### config.mk
export PLATFORM = sky130hd
export DESIGN_NAME = rst_sequencer
export DESIGN_NICKNAME = d
export VERILOG_FILES = /design/src/rtl/rst_sequencer.sv
export SDC_FILE = /design/constraint.sdc
export NUM_CORES = 1
export LEC_CHECK = 0
export CAP_MARGIN = 20
export CELL_PAD_IN_SITES_DETAIL_PLACEMENT = 1
export CELL_PAD_IN_SITES_GLOBAL_PLACEMENT = 1
export CORE_ASPECT_RATIO = 0.9
export CORE_MARGIN = 4
export CORE_UTILIZATION = 41
export CTS_CLUSTER_DIAMETER = 200
export DETAILED_ROUTE_END_ITERATION = 12
export GPL_TIMING_DRIVEN = 0
export HOLD_SLACK_MARGIN = 0.02
export PLACE_DENSITY_LB_ADDON = 0.1
export REMOVE_ABC_BUFFERS = 1
export SLEW_MARGIN = 0
export SYNTH_ARGS = -nofsm -noshare
export SYNTH_HDL_FRONTEND = slang
export SYNTH_SLANG_ARGS = --single-unit
### constraint.sdc
create_clock -name clk -period 1.56 [get_ports clk]
set_clock_uncertainty 0.05 [all_clocks]
set_input_delay 0.234 -clock clk [delete_from_list [all_inputs] [get_ports clk]]
set_output_delay 0.234 -clock clk [all_outputs]
set_load 0.03 [all_outputs]
### src/rtl/rst_sequencer.sv
// ---------------------------------------------------------------------------
// rst_sequencer
//
// Purpose:
//   Reset sequencer. It synchronizes the release of an asynchronous reset,
//   waits for the clock source to lock, then releases NUM_DOMAINS reset
//   outputs one at a time in ascending order, RELEASE_DELAY cycles apart.
//   A software request or a loss of lock pulls every domain back into
//   reset and starts the sequence again.
//
// Parameters:
//   SYNC_STAGES   - flops on the reset-release path (>= 2)
//   NUM_DOMAINS   - number of sequenced reset outputs (1..8)
//   RELEASE_DELAY - cycles between successive domain releases (1..255)
//   HOLD_CYCLES   - cycles all domains stay in reset after a software
//                   request (1..255)
//
// Ports:
//   clk          in   single clock, rising edge
//   async_rst_ni in   asynchronous assert, active-low reset
//   lock_i       in   clock-source lock, synchronous to clk
//   sw_rst_req_i in   software reset request, single-cycle pulse
//   dom_rst_no   out  per-domain reset, active-low (0 = held in reset)
//   done_o       out  high while every domain is released
//   sw_rst_ack_o out  one-cycle pulse when a software-initiated sequence
//                     completes
// ---------------------------------------------------------------------------
module rst_sequencer #(
  parameter int SYNC_STAGES   = 2,
  parameter int NUM_DOMAINS   = 3,
  parameter int RELEASE_DELAY = 8,
  parameter int HOLD_CYCLES   = 4
) (
  input  logic                   clk,
  input  logic                   async_rst_ni,
  input  logic                   lock_i,
  input  logic                   sw_rst_req_i,
  output logic [NUM_DOMAINS-1:0] dom_rst_no,
  output logic                   done_o,
  output logic                   sw_rst_ack_o
);

  localparam int         KW          = (NUM_DOMAINS > 1) ? $clog2(NUM_DOMAINS) : 1;
  localparam logic [7:0] RELOAD      = 8'(RELEASE_DELAY - 1);
  localparam logic [7:0] HOLD_RELOAD = 8'(HOLD_CYCLES - 1);

  localparam logic [2:0] ST_RESET     = 3'd0;
  localparam logic [2:0] ST_WAIT_LOCK = 3'd1;
  localparam logic [2:0] ST_HOLD      = 3'd2;
  localparam logic [2:0] ST_RELEASE   = 3'd3;
  localparam logic [2:0] ST_RUN       = 3'd4;

  // The state register's RESET -> WAIT_LOCK transition acts as the final
  // flop of the release synchronizer, so only SYNC_STAGES-1 dedicated
  // flops are needed here to give SYNC_STAGES flops in total.
  logic [SYNC_STAGES-2:0] sync_q;

  logic [2:0]             state_q, state_d;
  logic [7:0]             cnt_q, cnt_d;
  logic [KW-1:0]          k_q, k_d;
  logic                   sw_flag_q, sw_flag_d;
  logic [NUM_DOMAINS-1:0] dom_q, dom_d;
  logic                   done_q, done_d;
  logic                   ack_q, ack_d;

  logic [NUM_DOMAINS-1:0] next_mask;
  logic                   last_domain;
  logic                   lock_lost;
  logic                   sw_abort;
  logic                   begin_release;
  logic                   go_run;

  always_ff @(posedge clk or negedge async_rst_ni) begin
    if (!async_rst_ni) begin
      sync_q <= '0;
    end else begin
      sync_q[0] <= 1'b1;
      for (int i = 1; i < SYNC_STAGES - 1; i++) begin
        sync_q[i] <= sync_q[i-1];
      end
    end
  end

  // One-hot mask of the domain to be released next (index k+1).
  always_comb begin
    next_mask = '0;
    for (int i = 0; i < NUM_DOMAINS; i++) begin
      if (i == int'(k_q) + 1) begin
        next_mask[i] = 1'b1;
      end
    end
  end

  assign last_domain = (int'(k_q) == NUM_DOMAINS - 2);

  // Lock loss outranks a software request arriving on the same edge.
  assign lock_lost = !lock_i &&
                     ((state_q == ST_HOLD) || (state_q == ST_RELEASE) || (state_q == ST_RUN));
  assign sw_abort  = sw_rst_req_i &&
                     ((state_q == ST_RELEASE) || (state_q == ST_RUN));

  always_comb begin
    state_d       = state_q;
    cnt_d         = cnt_q;
    k_d           = k_q;
    sw_flag_d     = sw_flag_q;
    dom_d         = dom_q;
    done_d        = done_q;
    ack_d         = 1'b0;
    begin_release = 1'b0;
    go_run        = 1'b0;

    if (lock_lost) begin
      dom_d     = '0;
      done_d    = 1'b0;
      sw_flag_d = 1'b0;
      state_d   = ST_WAIT_LOCK;
    end else if (sw_abort) begin
      dom_d     = '0;
      done_d    = 1'b0;
      cnt_d     = HOLD_RELOAD;
      sw_flag_d = 1'b1;
      state_d   = ST_HOLD;
    end else begin
      case (state_q)
        ST_RESET: begin
          if (sync_q[SYNC_STAGES-2]) begin
            state_d = ST_WAIT_LOCK;
          end
        end
        ST_WAIT_LOCK: begin
          if (lock_i) begin
            begin_release = 1'b1;
          end
        end
        ST_HOLD: begin
          if (cnt_q == 8'd0) begin
            begin_release = 1'b1;
          end else begin
            cnt_d = cnt_q - 8'd1;
          end
        end
        ST_RELEASE: begin
          if (cnt_q == 8'd0) begin
            dom_d = dom_q | next_mask;
            k_d   = k_q + KW'(1);
            cnt_d = RELOAD;
            if (last_domain) begin
              go_run = 1'b1;
            end
          end else begin
            cnt_d = cnt_q - 8'd1;
          end
        end
        ST_RUN: begin
        end
        default: begin
          state_d = ST_RESET;
        end
      endcase
    end

    // Shared entry into the release sequence from WAIT_LOCK and HOLD.
    if (begin_release) begin
      dom_d = NUM_DOMAINS'(1);
      k_d   = '0;
      cnt_d = RELOAD;
      if (NUM_DOMAINS == 1) begin
        go_run = 1'b1;
      end else begin
        state_d = ST_RELEASE;
      end
    end

    if (go_run) begin
      state_d   = ST_RUN;
      done_d    = 1'b1;
      ack_d     = sw_flag_q;
      sw_flag_d = 1'b0;
    end
  end

  always_ff @(posedge clk or negedge async_rst_ni) begin
    if (!async_rst_ni) begin
      state_q   <= ST_RESET;
      cnt_q     <= '0;
      k_q       <= '0;
      sw_flag_q <= 1'b0;
      dom_q     <= '0;
      done_q    <= 1'b0;
      ack_q     <= 1'b0;
    end else begin
      state_q   <= state_d;
      cnt_q     <= cnt_d;
      k_q       <= k_d;
      sw_flag_q <= sw_flag_d;
      dom_q     <= dom_d;
      done_q    <= done_d;
      ack_q     <= ack_d;
    end
  end

  assign dom_rst_no   = dom_q;
  assign done_o       = done_q;
  assign sw_rst_ack_o = ack_q;

endmodule

==> impl_metrics.yaml, run 1 <==
yosys:
  synth_cell_types: 48
  yosys.cell_count.top_type: "dfrtp_1"
  postSynthCellCount: 136
  ys_seq_elements: 20
  synth-edff-count: 0
  postSynthAreaPerCell_um2: 9.79
  synth.area.top_cells: "dfrtp_1, ha_1, nor2_1, xor2_1, inv_1"
  ys_warn_count: 0
  syn_area_um2: 1330
  synth_common_cells: "dfrtp_1, nor2_1, inv_1, nand2_1"
  ys_seq_area_share_pct: 37.6
  async_flop_share_pct: 100
  synth_top_area_share_pct: 37.6
  yosysTopAreaCell: "dfrtp_1"
  synth_flop_cell: "dfrtp_1"
worst_setup_path:
  r2r-end: "cnt_q[7]"
  cp_max_fo: 2
  worstSetupEndpointType: "register"
  cp-startpoint: "cnt_q[0]"
  ff2ff_setup_slack_ns: -0.27
  r2r_start: "cnt_q[0]"
  crit_chain: "buf_4 -> or3_4 -> nor4b_4 -> o211ai_1 -> xor2_1 -> nor2_1"
  crit_end: "cnt_q[7]"
  cp_slowest_stage_delay_ns: 0.42
  start_kind: "register"
  critical_path_class: "reg -> reg"
  cp_slowest_cell: "dfrtp_1"
  cp.arrival_ns: 2.04
  reg2regPathDepth: 6
  crit_required_ns: 1.77
die:
  die_w_um: 68.1
  rows: 19
  coreArea_um2: 3090
  fp.dieH_um: 62.1
  dieArea_um2: 4220
  start_util_pct: 43.1
  ios: 9
routing:
  dr_total_vias: 1182
  drt_iter0_drc: 35
  final_antenna_net_count: 0
  drt_pass1_iterations: 4
  route.detailed.drc: 0
  wl_per_cell_um: 18.7
  viasPerCell: 5.40
  routed_wl_mm: 4.10
flow_run:
  max_cap_violations: 0
sta:
  fmax_mhz: 547
  fin_setup_tns_ns: -3.07
  setup_viol: 19
  finalCritPeriodShare_pct: 117
  slew_headroom_pct: 37.4
  fin_ws_ns: -0.269
  holdWs_ns: 0.367
  hold_viol: 0
  tightest_slew_ns: 0.936
  min_period_ns: 1.83
  rsz0062_at_grt: "true"
  drv_slew: 0
clock_tree:
  cts_htree_levels: 1
  clk_latency_ns: 0.32
  cts_sinks: 20
  cts_max_path_buffers: 2
  cts_tree: "done"
  cts_buffers: 3
  path_clk_slew_ns: 0.13
  clockRootBuffer: "clkbuf_4"
status:
  status: "finished with violations"
  violations: "negative setup slack"
grt:
  antenna_found_initial: 0
  grt_overflow: 0
  first_global_vias: 1120
  grt_max_degree: 21
  grt_pass1_wl_mm: 5.55
  grtUsageTotal_pct: 18.0
layout:
  fin_util_pct: 59.3
  diodes: 0
  syn2layout_area_growth_pct: 37.7
  nNetsFinal: 187
  drive_gt1_share_pct: 45.2
power_and_ir_drop:
  peakVddDrop_mv: 1.00
  pwr-share-clk_pct: 9.3
  pwr-share-comb_pct: 64.8
  p_sw_w: 0.00151
  total_power_w: 0.00350
  p_seq_share_pct: 25.9
  p_leak_nw: 0.822
  power_density_nw_per_um2: 1910
  p_int_w: 0.00199
  p_sw_share_pct: 43.1
place:
  dp_hpwl_mm: 2.31
  port_buffers: 8
  gp_congestion: 0.748
min_path:
  hp-class: "in -> async"
-- state kept, by name, indices dropped and copies added, names as in the netlist --
register	flops
cnt_q	8
dom_rst_no	3
state_q	3
k_q	2
done_o	1
sw_flag_q	1
sw_rst_ack_o	1
sync_q	1
-- power by group through the flow --
stage	Clock (W)	Sequential, W	Combinational [W]
after detailed placement	0	0.000966	0.00129
after global routing	0.000358	0.000934	0.00245
after floorplan	0	0.000935	0.000975
after global placement	0	0.000951	0.00125
final	0.000326	0.000908	0.00227
after CTS	0.000327	0.000939	0.00163
-- critical path, delay by kind of cell, from the launching register on --
family | cells | cell delay [ns]
AOI/OAI and AO/OA | 1 | 0.17
xor gates and xnor gates | 1 | 0.17
buffers and inverters | 1 | 0.15
DFF | 1 | 0.42
and+or+nand+nor | 3 | 0.81
-- worst min-delay path by stage --
stage                               end  slack (ns)  depth (start not counted)
after floorplan                cnt_q[0]       -0.11                          0
final                          cnt_q[3]        0.37                          1
after detailed placement  dom_rst_no[1]        0.45                          2
after CTS                      cnt_q[3]        0.39                          1
after global routing           cnt_q[3]        0.44                          1
after global placement    dom_rst_no[1]        0.42                          2
-- metrics by stage --
step	instances	setup slack (ns)	cell area (um2)
after floorplan	132	-0.168	1310
after global placement	182	-0.622	1440
after detailed placement	182	-0.643	1440
after CTS	199	-0.190	1600
after global routing	219	-0.348	1830
final	219	-0.269	1830
-- kinds of logic after synthesis --
| kind of cell | after synthesis | synth area share [%] |
|---|---|---|
| AO/OA/AOI/OAI | 35 | 21.4 |
| XOR/XNOR | 5 | 3.29 |
| adder cells (fa/ha/maj) | 5 | 4.70 |
| buffers and inverters | 14 | 4.70 |
| flip-flops | 20 | 37.6 |
| multiplexers | 1 | 1.13 |
| other | 1 | 0.282 |
| AND/OR/NAND/NOR | 55 | 26.9 |
-- layout make-up --
class,count,area [um2]
clock buffer,4,36.3
fill,354,1260
tap,42,52.6
multi-input combinational,102,870
inverter,10,37.5
timing repair buffer,41,329
sequential,20,508
-- metal layers --
layer,GRT usage (%),share of wire (%),routed length [um]
met1,24.3,46,1890
met2,30.1,51,2080
met3,2.34,2.0,83
met4,5.95,0.95,39
met5,0,0,0
-- placed cells by master, fill, tap and decap left out, drive strengths merged, types with 4 or more instances in the layout --
| master | netlist | layout |
|---|---|---|
| dfrtp | 20 | 20 |
| nand2b | 5 | 5 |
| a21oi | 8 | 8 |
| inv | 10 | 10 |
| ha | 5 | 5 |
| nand2 | 10 | 10 |
| a2bb2oi | 4 | 4 |
| dlygate4sd2 | 0 | 6 |
| buf | 4 | 33 |
| nor2 | 14 | 14 |
| clkbuf | 0 | 4 |
| o21ai | 6 | 6 |
| xor2 | 5 | 5 |
| nand3 | 6 | 6 |
-- repair_timing --
action / 4_1_cts / 5_1_grt
setup buffers: 13 / 21
pin swaps: 8 / 14
hold buffers: 0 / 0
setup endpoints to repair: 24 / 19
resized for setup: 19 / 20
hold endpoints to repair: 0 / 0
(Power assumes the default switching activity.)
==> run 2, diff against run 1 <==
Settings changed: CORE_UTILIZATION 41 to 43, CTS_BUF_LIST from default to sky130_fd_sc_hd__clkbuf_2 sky130_fd_sc_hd__clkbuf_4 sky130_fd_sc_hd__clkbuf_8, SLEW_MARGIN 0 to default.
==> run 2 against run 1 <==
  * The flow still finishes with violations (negative setup slack)
  * Total power grew 0.36%
  * Setup slack gained 0.052 ns
  * Critical path depth grew 1
  * Clock-buffer cell count is the same
  * Register-to-register slack gained 0.05 ns
  * Combinational power is essentially flat
  * Worst hold slack lost 0.0074 ns
==> impl_metrics.yaml, run 2 (synthesis gave the netlist of run 1 again) <==
die:
  rows: 18
  die_w_um: 66.7
  coreArea_um2: 2860
  dieArea_um2: 4050
  fp.dieH_um: 60.8
  ios: 9
  start_util_pct: 46.5
grt:
  grt_overflow: 0
  grtUsageTotal_pct: 18.5
  first_global_vias: 1076
  grt_pass1_wl_mm: 5.52
  grt_max_degree: 21
  antenna_found_initial: 0
clock_tree:
  path_clk_slew_ns: 0.12
  cts_sinks: 20
  clk_latency_ns: 0.32
  clockRootBuffer: "clkbuf_4"
  cts_tree: "done"
  cts_buffers: 3
  cts_max_path_buffers: 2
  cts_htree_levels: 1
worst_setup_path:
  cp_slowest_cell: "dfrtp_1"
  crit_required_ns: 1.72
  start_kind: "register"
  critical_path_class: "reg -> reg"
  r2r_start: "cnt_q[0]"
  r2r-end: "state_q[0]"
  crit_end: "state_q[0]"
  worstSetupEndpointType: "register"
  cp.arrival_ns: 1.94
  cp-startpoint: "cnt_q[0]"
  cp_slowest_stage_delay_ns: 0.39
  cp_top_family: "simple AND/OR/NAND/NOR gates"
  reg2regPathDepth: 7
  cp_max_fo: 4
  path_common_cell: "nand2_4"
  crit_chain: "inv_2 -> ha_4 -> and4bb_2 -> nand2_4 -> nand2_4 -> a32oi_2 -> mux2_4"
  ff2ff_setup_slack_ns: -0.22
  crit_buf_inv: 1
  critical_path_depth: 7
sta:
  min_period_ns: 1.78
  setup_viol: 19
  slew_headroom_pct: 38.6
  hold_viol: 0
  rsz0062_at_grt: "true"
  tightest_slew_ns: 0.919
  drv_slew: 0
  finalCritPeriodShare_pct: 114
  fin_ws_ns: -0.218
  fmax_mhz: 563
routing:
  drt_pass1_iterations: 4
  dr_total_vias: 1210
  viasPerCell: 5.58
  final_antenna_net_count: 0
  route.detailed.drc: 0
  routed_wl_mm: 4.29
  drt_iter0_drc: 55
  wl_per_cell_um: 19.7
layout:
  fin_util_pct: 64.3
  syn2layout_area_growth_pct: 38.1
  diodes: 0
  final_common_cell: "buf_4"
  drive_gt1_share_pct: 43.5
  nNetsFinal: 187
  largest-register: "cnt_q"
  final_cell_mix: "buf_4, dfrtp_1, nor2_1, inv_1"
  n_fill_cell: 321
  largest_reg_flops: 8
  design_area_um2: 1840
power_and_ir_drop:
  power_density_nw_per_um2: 1910
  peakVddDrop_mv: 1.01
  p_leak_nw: 0.843
place:
  dp_hpwl_mm: 2.27
  gp_congestion: 0.766
  dp_slack_ns: -0.674
  placed_area_um2: 1440
  port_buffers: 8
flow_run:
  max_cap_violations: 0
status:
  violations: "negative setup slack"
  status: "finished with violations"
min_path:
  hp-class: "in -> async"
-- run 2: layout make-up --
| cell class | instances | area (um2) | area share [%] |
|---|---|---|---|
| clock buffers | 4 | 36.3 | 1.97 |
| flip-flops and latches | 20 | 508 | 27.6 |
| inverters | 10 | 37.5 | 2.04 |
| multi-input cells | 102 | 873 | 47.5 |
| well taps | 40 | 50.0 | 2.72 |
| repair buffers | 41 | 333 | 18.1 |
-- run 2: what timing repair did --
| item | in CTS | in global routing |
|---|---|---|
| resized for setup | 16 | 26 |
| endpoints found under the setup margin | 24 | 19 |
| setup buffers | 14 | 19 |
| pin swaps | 11 | 10 |
| hold buffers | 0 | 0 |
-- run 2: metrics by stage --
stage          TNS (ns)  cells  total power (W)  hold slack [ns]
2_1_floorplan    -0.174    132          0.00191           -0.112
3_3_place_gp      -6.53    180          0.00219            0.426
3_5_place_dp      -7.52    180          0.00224            0.440
4_1_cts           -2.20    198          0.00287            0.390
5_1_grt           -3.70    217          0.00373            0.432
6_report          -2.01    217          0.00351            0.360
-- run 2: worst reg2reg max path, cell delays in order (launching register included) --
cell and delay [ns]:
dfrtp_1 0.39, inv_2 0.06, ha_4 0.16, and4bb_2 0.26, nand2_4 0.11, nand2_4 0.07, a32oi_2 0.23, mux2_4 0.32
-- run 2: metal layers --
metal	track usage (%)	wire length, um	vias up	part of all wire, %
met5	0	0	-	0
met2	27.3	2100	23	49
met3	3.89	130	5	3.0
met1	26.9	1990	619	46
li1	-	-	563	-
met4	6.09	63	0	1.5
-- run 2: worst min-delay path by stage --
| stage | startpoint | end | slack [ns] | cells after the start |
|---|---|---|---|---|
| 2_1_floorplan | async_rst_ni | cnt_q[0] | -0.11 | 0 |
| 3_3_place_gp | dom_rst_no[2] | dom_rst_no[2] | 0.43 | 2 |
| 3_5_place_dp | dom_rst_no[2] | dom_rst_no[2] | 0.44 | 2 |
| 4_1_cts | async_rst_ni | cnt_q[5] | 0.39 | 1 |
| 5_1_grt | async_rst_ni | cnt_q[7] | 0.43 | 1 |
| 6_report | async_rst_ni | cnt_q[1] | 0.36 | 1 |
-- run 2: report_power, final --
group	internal, W	total (W)	switching (W)
sequential	0.000697	0.000916	0.000219
combinational	0.00113	0.00228	0.00115
clock	0.000143	0.000319	0.000176
